--- config.mk ---
export PLATFORM = sky130hd
export DESIGN_NAME = ybus_rmw_writer
export DESIGN_NICKNAME = d
export VERILOG_FILES = /design/src/rtl/ybus_rmw_writer.sv
export SDC_FILE = /design/constraint.sdc
export NUM_CORES = 2
export LEC_CHECK = 0
export ABC_CLOCK_PERIOD_IN_PS = 12400
export CAP_MARGIN = 30
export CORE_UTILIZATION = 25
export CTS_BUF_LIST = sky130_fd_sc_hd__clkbuf_16
export DETAILED_ROUTE_END_ITERATION = 10
export DONT_BUFFER_PORTS = 1
export PLACE_DENSITY = 0.35
export SLEW_MARGIN = 5
export SYNTH_ARGS = -nofsm -noshare
export SYNTH_HDL_FRONTEND = slang
export SYNTH_SLANG_ARGS = --single-unit
export TNS_END_PERCENT = 30
--- constraint.sdc ---
create_clock -name clock -period 12.4 [get_ports clock]
set_input_delay 2.48 -clock clock [delete_from_list [all_inputs] [get_ports clock]]
set_output_delay 2.48 -clock clock [all_outputs]
set_load 0.02 [all_outputs]
--- src/rtl/ybus_rmw_writer.sv ---
// ----------------------------------------------------------------------------
// ybus_rmw_writer
//   Read-modify-write engine that commits Y-bus admittance update pairs
//   (diagonal + non-diagonal element) into the Y row memory. Update pairs are
//   queued in a DEPTH-entry FIFO and retired strictly in order:
//   fetch both rows, merge the new lane payload(s), write the row(s) back.
//
// Ports
//   clock, reset                 rising-edge clock, async active-low reset
//   in_valid / in_ready          update pair handshake (in_ready = FIFO not full)
//   in_diag* / in_nonD*          address, lane one-hot and value of each element
//   op_rdEn, op_rdAddr1/2        one-cycle row fetch strobe and addresses
//   in_YreadData1/2              fetched rows, RD_LAT cycles after op_rdEn
//   op_WEbit, op_writeAddress,
//   op_writeData                 row write port
//   op_writeDone                 pulse: FIFO drained and last write issued
//   op_busy                      engine active or FIFO not empty
//   op_err                       pulse: malformed entry dropped or lane conflict
// ----------------------------------------------------------------------------
module ybus_rmw_writer #(
    parameter int unsigned DW     = 48,
    parameter int unsigned SLOT_W = 64,
    parameter int unsigned LANES  = 4,
    parameter int unsigned AW     = 11,
    parameter int unsigned DEPTH  = 4,
    parameter int unsigned RD_LAT = 1
) (
    input  logic                      clock,
    input  logic                      reset,
    input  logic                      in_valid,
    output logic                      in_ready,
    input  logic [AW-1:0]             in_diagAddr,
    input  logic [LANES-1:0]          in_diagOH,
    input  logic [DW-1:0]             in_diagVal,
    input  logic [AW-1:0]             in_nonDAddr,
    input  logic [LANES-1:0]          in_nonDiagOH,
    input  logic [DW-1:0]             in_nonDiagVal,
    output logic                      op_rdEn,
    output logic [AW-1:0]             op_rdAddr1,
    output logic [AW-1:0]             op_rdAddr2,
    input  logic [LANES*SLOT_W-1:0]   in_YreadData1,
    input  logic [LANES*SLOT_W-1:0]   in_YreadData2,
    output logic                      op_WEbit,
    output logic [AW-1:0]             op_writeAddress,
    output logic [LANES*SLOT_W-1:0]   op_writeData,
    output logic                      op_writeDone,
    output logic                      op_busy,
    output logic                      op_err
);

    localparam int unsigned RW    = LANES * SLOT_W;
    localparam int unsigned PW    = (DEPTH > 1) ? $clog2(DEPTH) : 1;
    localparam int unsigned CW    = $clog2(DEPTH + 1);
    localparam int unsigned CNT_W = (RD_LAT > 1) ? $clog2(RD_LAT) : 1;

    typedef struct packed {
        logic [AW-1:0]    d_addr;
        logic [LANES-1:0] d_oh;
        logic [DW-1:0]    d_val;
        logic [AW-1:0]    n_addr;
        logic [LANES-1:0] n_oh;
        logic [DW-1:0]    n_val;
    } entry_t;

    typedef enum logic [2:0] {
        S_IDLE, S_CHECK, S_FETCH, S_WAIT, S_WR_D, S_WR_N, S_DONE
    } state_t;

    // Exactly one bit set.
    function automatic logic is_onehot(input logic [LANES-1:0] v);
        return (v != '0) && ((v & (v - LANES'(1))) == '0);
    endfunction

    // Replace the low DW bits of the selected lane slot; everything else passes.
    function automatic logic [RW-1:0] merge_lane(input logic [RW-1:0]    row,
                                                 input logic [LANES-1:0] oh,
                                                 input logic [DW-1:0]    val);
        logic [RW-1:0] r;
        r = row;
        for (int i = 0; i < int'(LANES); i++) begin
            if (oh[i]) r[i*SLOT_W +: DW] = val;
        end
        return r;
    endfunction

    // ---------------- FIFO ----------------
    entry_t          fifo_q [DEPTH];
    logic [PW-1:0]   wr_ptr_q, rd_ptr_q;
    logic [CW-1:0]   count_q, count_d;
    logic            push_c, pop_c;
    entry_t          entry_in_c;

    assign entry_in_c = '{d_addr: in_diagAddr, d_oh: in_diagOH,    d_val: in_diagVal,
                          n_addr: in_nonDAddr, n_oh: in_nonDiagOH, n_val: in_nonDiagVal};
    assign push_c  = in_valid && in_ready;
    assign count_d = count_q + CW'(push_c) - CW'(pop_c);

    // Payload storage needs no reset; occupancy is tracked by count_q.
    always_ff @(posedge clock) begin
        if (push_c) fifo_q[wr_ptr_q] <= entry_in_c;
    end

    // ---------------- working state ----------------
    state_t          state_q, state_d;
    logic [CNT_W-1:0] cnt_q, cnt_d;
    entry_t          work_q, work_d;
    logic [RW-1:0]   row2_q, row2_d;

    logic            ready_q, ready_d;
    logic            rd_en_q, rd_en_d;
    logic [AW-1:0]   rd_addr1_q, rd_addr1_d, rd_addr2_q, rd_addr2_d;
    logic            we_q, we_d;
    logic [AW-1:0]   wr_addr_q, wr_addr_d;
    logic [RW-1:0]   wr_data_q, wr_data_d;
    logic            done_q, done_d, busy_q, busy_d, err_q, err_d;

    logic            same_row_c;
    logic [RW-1:0]   wr_d_row_c, wr_n_row_c;

    assign same_row_c = (work_q.d_addr == work_q.n_addr);
    // Same row: merge non-diagonal first so the diagonal value wins a lane clash.
    assign wr_d_row_c = merge_lane(same_row_c ? merge_lane(in_YreadData1, work_q.n_oh, work_q.n_val)
                                              : in_YreadData1,
                                   work_q.d_oh, work_q.d_val);
    assign wr_n_row_c = merge_lane(row2_q, work_q.n_oh, work_q.n_val);

    // Next state; registered outputs are computed for the state being entered
    // so each strobe is visible during the cycle its state is occupied.
    always_comb begin
        state_d    = state_q;
        cnt_d      = cnt_q;
        work_d     = work_q;
        row2_d     = row2_q;
        pop_c      = 1'b0;
        rd_en_d    = 1'b0;
        rd_addr1_d = rd_addr1_q;
        rd_addr2_d = rd_addr2_q;
        we_d       = 1'b0;
        wr_addr_d  = wr_addr_q;
        wr_data_d  = wr_data_q;
        err_d      = 1'b0;

        case (state_q)
            S_IDLE: begin
                if (count_q != '0) begin
                    pop_c   = 1'b1;
                    work_d  = fifo_q[rd_ptr_q];
                    state_d = S_CHECK;
                end
            end
            S_CHECK: begin
                if (!is_onehot(work_q.d_oh) || !is_onehot(work_q.n_oh)) begin
                    err_d   = 1'b1;
                    state_d = (count_q != '0) ? S_IDLE : S_DONE;
                end else begin
                    state_d    = S_FETCH;
                    rd_en_d    = 1'b1;
                    rd_addr1_d = work_q.d_addr;
                    rd_addr2_d = work_q.n_addr;
                end
            end
            S_FETCH: begin
                cnt_d   = CNT_W'(RD_LAT - 1);
                state_d = S_WAIT;
            end
            S_WAIT: begin
                if (cnt_q == '0) begin
                    row2_d    = in_YreadData2;
                    state_d   = S_WR_D;
                    we_d      = 1'b1;
                    wr_addr_d = work_q.d_addr;
                    wr_data_d = wr_d_row_c;
                    err_d     = same_row_c && (work_q.d_oh == work_q.n_oh);
                end else begin
                    cnt_d = cnt_q - CNT_W'(1);
                end
            end
            S_WR_D: begin
                if (same_row_c) begin
                    state_d = (count_q != '0) ? S_IDLE : S_DONE;
                end else begin
                    state_d   = S_WR_N;
                    we_d      = 1'b1;
                    wr_addr_d = work_q.n_addr;
                    wr_data_d = wr_n_row_c;
                end
            end
            S_WR_N: state_d = (count_q != '0) ? S_IDLE : S_DONE;
            S_DONE: state_d = S_IDLE;
            default: state_d = S_IDLE;
        endcase
    end

    assign done_d  = (state_d == S_DONE);
    assign busy_d  = (state_d != S_IDLE) || (count_d != '0);
    assign ready_d = (count_d != CW'(DEPTH));

    // State, FIFO pointers and registered outputs.
    always_ff @(posedge clock or negedge reset) begin
        if (!reset) begin
            state_q    <= S_IDLE;
            cnt_q      <= '0;
            work_q     <= '0;
            row2_q     <= '0;
            wr_ptr_q   <= '0;
            rd_ptr_q   <= '0;
            count_q    <= '0;
            ready_q    <= 1'b0;
            rd_en_q    <= 1'b0;
            rd_addr1_q <= '1;
            rd_addr2_q <= '1;
            we_q       <= 1'b0;
            wr_addr_q  <= '1;
            wr_data_q  <= '0;
            done_q     <= 1'b0;
            busy_q     <= 1'b0;
            err_q      <= 1'b0;
        end else begin
            state_q    <= state_d;
            cnt_q      <= cnt_d;
            work_q     <= work_d;
            row2_q     <= row2_d;
            if (push_c) wr_ptr_q <= wr_ptr_q + PW'(1);
            if (pop_c)  rd_ptr_q <= rd_ptr_q + PW'(1);
            count_q    <= count_d;
            ready_q    <= ready_d;
            rd_en_q    <= rd_en_d;
            rd_addr1_q <= rd_addr1_d;
            rd_addr2_q <= rd_addr2_d;
            we_q       <= we_d;
            wr_addr_q  <= wr_addr_d;
            wr_data_q  <= wr_data_d;
            done_q     <= done_d;
            busy_q     <= busy_d;
            err_q      <= err_d;
        end
    end

    assign in_ready        = ready_q;
    assign op_rdEn         = rd_en_q;
    assign op_rdAddr1      = rd_addr1_q;
    assign op_rdAddr2      = rd_addr2_q;
    assign op_WEbit        = we_q;
    assign op_writeAddress = wr_addr_q;
    assign op_writeData    = wr_data_q;
    assign op_writeDone    = done_q;
    assign op_busy         = busy_q;
    assign op_err          = err_q;

endmodule

# After elaboration in Yosys (flattened, before gate mapping)
# Memories as Yosys holds them, arrays and structs flattened. A register that Yosys moved wholly into a read port is not among the register bits.
# Cells that the tools add are included.
[classes]
addsub = 7
bitwise = 4
mux = 39
n_eq_ne = 11
reduce_logical = 23
[op_table]
columns = ["operator", "n"]
rows = [
  ["2-to-1 mux 48 bit", 12],
  ["2-to-1 mux 256 bit", 2],
  ["one-hot mux 256 bit (2 select lines)", 1],
  ["2-to-1 mux 240 bit", 1],
  ["2-to-1 mux 11 bit", 2],
  ["one-hot mux 11 bit (2 select lines)", 1],
  ["one-hot mux 3 bit (6 select lines)", 1],
  ["2-to-1 mux 3 bit", 5],
  ["== test 11 bit", 1],
  ["2-to-1 mux 1 bit", 11],
  ["== test 3 bit, second input constant", 3],
  ["nonzero test 3 bit", 3],
  ["bitwise AND 4 bit", 2],
  ["zero test 4 bit", 2],
  ["nonzero test 4 bit", 2],
  ["subtractor 4 x 1 -> 4 bit, second input constant", 2],
  ["== test 3 x 2 -> 1 bit, second input constant", 2],
  ["one-hot mux 1 bit (2 select lines)", 3],
  ["AND reduction 2 bit", 3],
  ["adder 2 x 1 -> 2 bit, second input constant", 2],
  ["== test 4 bit", 1],
  ["logical AND 1 bit", 4],
  ["inequality test 2 bit, second input constant", 2],
  ["nonzero test 2 bit", 2],
  ["10 further kinds", 14],
]
[totals]
n_memories = 1
register_bits = 562
input_bits = 641
out_inout_bits = 295
wordCells = 101
ram_bits = 504
[memory_table]
columns = ["memory", "words", "width", "rd", "rd_clocked_by_memory_dff", "write_ports", "line_no", "source"]
rows = [
  ["fifo_q", 4, 126, 1, 1, 1, "87", "entry_t fifo_q [DEPTH];"],
]

# Logic depth before layout (Yosys ltp)
[logic_depth]
depth_word = 10
ltp_mapped = 14
ltp_nobuf = 12

# Worst setup path before layout
# Ideal clock, no wire load.
[synth_timing]
kind = "input to register"
start = "input port in_valid"
end = "memory fifo_q[0][0] in the netlist's numbering, enable pin"
arrival_ns = 5.432
cell_stages = 1
setup_ns = 0.501
n_path_buf = 0
required_ns = 11.899
path_slack_ns = 6.468
path_cell_list = "and3_1"
[synth_via]
elab_chain_cells = 3
[synth_lines]
columns = ["item", "line_no", "source"]
rows = [
  ["from (decl)", "30", "input logic in_valid,"],
  ["logical AND 1 bit", "95", "assign push_c = in_valid && in_ready;"],
  ["2-to-1 mux 1 bit", "100", "if (push_c) fifo_q[wr_ptr_q] <= entry_in_c;"],
  ["2-to-1 mux 1 bit (implied by the code)", "100", ""],
  ["to (decl)", "87", ""],
]
# No other way between the ends.

# Worst setup path in the final report
[layout_timing]
start = "register work_q[116] in the netlist's numbering"
end = "register wr_data_q[143], in the netlist op_writeData[143]"
[layout_via]
elab_chain_cells = 5
word_cells_on_any_way = 7
cone_classes = "eq/ne (2); mux (4); reduce/logical (1)"
[layout_lines]
columns = ["item", "line_no", "source"]
rows = [
  ["from (decl)", "106", "entry_t work_q, work_d;"],
  ["from (signal assigned)", "221", "work_q <= work_d;"],
  ["== test 11 bit (*)", "120", "assign same_row_c = (work_q.d_addr == work_q.n_addr);"],
  ["2-to-1 mux 240 bit", "122", "assign wr_d_row_c = merge_lane(same_row_c ? merge_lane(in_YreadData1, work_q.n_oh, work_q.n_val)"],
  ["2-to-1 mux 48 bit", "81", "if (oh[i]) r[i*SLOT_W +: DW] = val;"],
  ["2-to-1 mux 256 bit", "167", "if (cnt_q == '0) begin"],
  ["one-hot mux 256 bit (2 select lines)", "143", "case (state_q)"],
  ["to (signal assigned)", "232", "wr_data_q <= wr_data_d;"],
  ["to (decl)", "114", "logic [RW-1:0] wr_data_q, wr_data_d;"],
]
# Every way passes the cells marked *; elsewhere a longest branch is shown, timed or not. The select of a mux whose other input is x is not followed.
# A chain may end at the register's enable or synchronous reset.

==> impl_metrics.env <==
export IMPL_nets=5053
export IMPL_crit_type="reg -> reg"
export IMPL_fmax_ghz=0.232
export IMPL_drt_iter0_markers=3879
export IMPL_crit_path_cell_trace="xor2_1 > or3_4 > o31ai_4 > buf_4 > buf_4 > buf_4 > a211o_1 > o211ai_1"
export IMPL_hold_viol_final=0
export IMPL_grt_overflow_total=0
export IMPL_cp_endpoint="op_writeData[143]"
export IMPL_final_setup_viol_count=0
export IMPL_dr_total_vias=39300
export IMPL_worst_pin_slew_ps=1160
export IMPL_avgViaCountPerCell=5.32
export IMPL_grt_pass1_vias=38600
export IMPL_numCtsBuffers=149
export IMPL_io_pins=936
export IMPL_synth_edf_count=504
export IMPL_core_um2=210000
export IMPL_cts_setup_buffers=0
export IMPL_cp_start_kind="flip-flop"
export IMPL_cap_viol_max_count=0
export IMPL_post_route_cells_drive_above_1_share=0.131
export IMPL_r2r_start="work_q[116]"
export IMPL_num_fill_cells=21600
export IMPL_synth_async_reset_ratio=0.577
export IMPL_rr_worst_depth=8
export IMPL_post_route_drc_count=0
export IMPL_clock_root_buffer="clkbuf_16"
export IMPL_setup_slack_ps=8100
export IMPL_yosysWarnings=0
export IMPL_cp_num_cells=8
export IMPL_wl_mm=255
export IMPL_syn_nets=5241
export IMPL_maxSlewHeadroom=0.225
export IMPL_layout_min_cycle_time_ps=4300
export IMPL_multi_input_area_um2=19200
export IMPL_crit_fanout=75
export IMPL_slew_viol_final=0
export IMPL_clockBufferDepth=3
export IMPL_critPathSlowestCell="buf_4"
export IMPL_crit_buf_inv=3
export IMPL_htree_levels=4
export IMPL_vdd_drop_max_mv=0.141
export IMPL_cts_sinks=1191
export IMPL_final_common_cell="nand2_1"
export IMPL_port_buffers=0
export IMPL_hold_buffers=0
export IMPL_syn_area_per_cell_um2=11.6
export IMPL_initial_core_util=0.252
export IMPL_final_cell_mix="nand2_1 (1119), dfrtp_1 (648), edfxtp_1 (504)"
export IMPL_die_y_um=463
export IMPL_gp_congestion=0.821
export IMPL_drtAntennaViolNets=0
export IMPL_post_route_util=0.288
export IMPL_grt_start_max_net_pins=688
export IMPL_crit_family="buffers and inverters"
export IMPL_firstDrtPassIters=6
export IMPL_path_clk_slew_ps=60
export IMPL_grt_setup_unrepaired="no"
export IMPL_post_place_ws_ps=7790
export IMPL_power_leakage_uw=0.0223
export IMPL_skew_ps=44.9
export IMPL_critPathMaxStageDelay_ps=860
export IMPL_synthCells=4593
export IMPL_cts_tree="done"
export IMPL_die_area_um2=214000
export IMPL_power_density_nw_per_um2=293
export IMPL_antenna_found_initial=96
export IMPL_setup_tns_ps=0
export IMPL_cp_common_cell="buf_4"
export IMPL_wl_per_cell_um=34.5
export IMPL_grtUsageTotal=0.231
export IMPL_r2r_end="op_writeData[143]"
export IMPL_hpwl_mm=171
export IMPL_synthFlopType="dfrtp_1"
export IMPL_hold_path_class="reg -> reg"
export IMPL_num_rows=168
export IMPL_seq_area_um2=32400
export IMPL_post_synth_num_cell_types=44
export IMPL_syn_to_final_growth_pct=14.2
export IMPL_outcome="finished, final reports clean"
export IMPL_cp_required_ps=13050
export IMPL_grt_pass1_wl_mm=348
export IMPL_die_w_um=463
export IMPL_period_share=0.347
export IMPL_clk_latency_ps=800
export IMPL_ff2ff_setup_slack_ps=8100
export IMPL_synthesis_area_um2=53100
export IMPL_synth_seq_cells=1191
export IMPL_worstSetupEndpointType="flip-flop"
export IMPL_cts_resized=0
export IMPL_holdPathStages=2
export IMPL_cp_startpoint="work_q[116]"
export IMPL_arrival_ps=4960
export IMPL_ys_seq_area_frac=0.609
-- metal layers --
metal,GRT usage,up-vias,share of wire
met5,0,-,0.0018
met4,0.0736,68,0.026
met3,0.0880,341,0.097
met2,0.343,1717,0.44
met1,0.308,20500,0.43
li1,-,16600,-
-- metrics by stage --
stage | instance area, um2 | hold WS (ps) | power (uW) | std cells
finish | 60600 | 474 | 17700 | 7377
global route | 60600 | 487 | 18600 | 7353
CTS | 60400 | 477 | 17900 | 7324
detailed placement | 55800 | 462 | 13700 | 7054
global placement | 55700 | 459 | 13600 | 7049
floorplan | 53100 | 446 | 10700 | 4593
-- where the power goes --
group	total [uW]	internal (uW)	switching, uW
combinational	5350	1980	3370
clock	4130	2290	1840
sequential	8260	5600	2670
-- cell usage after synthesis, types with 2 or more instances --
| cell type | number | share of area |
|---|---|---|
| nor3_2 | 2 | 0.00038 |
| dfstp_2 | 33 | 0.016 |
| a211o_1 | 192 | 0.032 |
| clkbuf_1 | 354 | 0.025 |
| xnor2_1 | 16 | 0.0026 |
| xor2_1 | 6 | 0.00099 |
| nand4_1 | 7 | 0.00082 |
| nand3_1 | 196 | 0.018 |
| nor2_1 | 4 | 0.00028 |
| nor4b_1 | 4 | 0.00066 |
| inv_1 | 7 | 0.00049 |
| a31oi_1 | 76 | 0.0090 |
| a21oi_1 | 195 | 0.018 |
| clkinv_1 | 5 | 0.00035 |
| o41ai_1 | 192 | 0.032 |
| dfrtp_1 | 654 | 0.31 |
| mux4_2 | 126 | 0.053 |
| nand2_1 | 1121 | 0.079 |
| mux2_2 | 145 | 0.031 |
| buf_1 | 26 | 0.0018 |
| nor3_1 | 79 | 0.0074 |
| o21ai_0 | 199 | 0.019 |
| buf_2 | 38 | 0.0036 |
| ha_1 | 6 | 0.0014 |
| and3_1 | 4 | 0.00047 |
| edfxtp_1 | 504 | 0.28 |
| nand2b_1 | 192 | 0.023 |
| and4_1 | 2 | 0.00033 |
| o211ai_1 | 192 | 0.027 |
| nor4_1 | 2 | 0.00024 |
-- cells by family (layout without fill, tap and decap cells) --
kind of cell	Yosys count	count (layout)	share of synthesized area
mux	271	271	0.0842
flops	1191	1191	0.609
other cells	0	48	0
compound gates	1056	1056	0.138
buf+inv	430	361	0.0313
simple gates	1616	1616	0.131
xor+xnor	22	22	0.00363
fa+ha+maj	7	7	0.00179
-- how the worst min path moves through the flow --
stage	slack [ps]	startpoint	to
detailed placement	460	row2_q[122]	row2_q[122]
CTS	480	row2_q[55]	row2_q[55]
finish	470	row2_q[113]	row2_q[113]
global route	490	row2_q[92]	row2_q[92]
global placement	460	row2_q[118]	row2_q[118]
floorplan	450	row2_q[112]	row2_q[112]
-- registers in the layout, indices dropped and copies added, names as in the netlist, 3 cells and up --
name / cells
state_q: 3
op_rdAddr1: 11
op_writeAddress: 11
row2_q: 256
op_rdAddr2: 11
fifo_q: 504
op_writeData: 256
count_q: 3
work_q: 126
-- final cells by class --
class | instances | area share
Tap cell | 2805 | 0.0579
Inverter | 12 | 0.000887
Clock buffer | 150 | 0.0619
Antenna cell | 48 | 0.00198
Sequential cell | 1191 | 0.534
Multi-Input combinational cell | 2972 | 0.316
Timing Repair Buffer | 79 | 0.0141
Clock inverter | 120 | 0.0128
-- tightest hold or removal path, stage by stage (launching register included) --
cell,delay (ps)
dfrtp_1,340
nand2_1,50
nand2_1,60
Note: power is estimated with default switching activity, not from simulation.
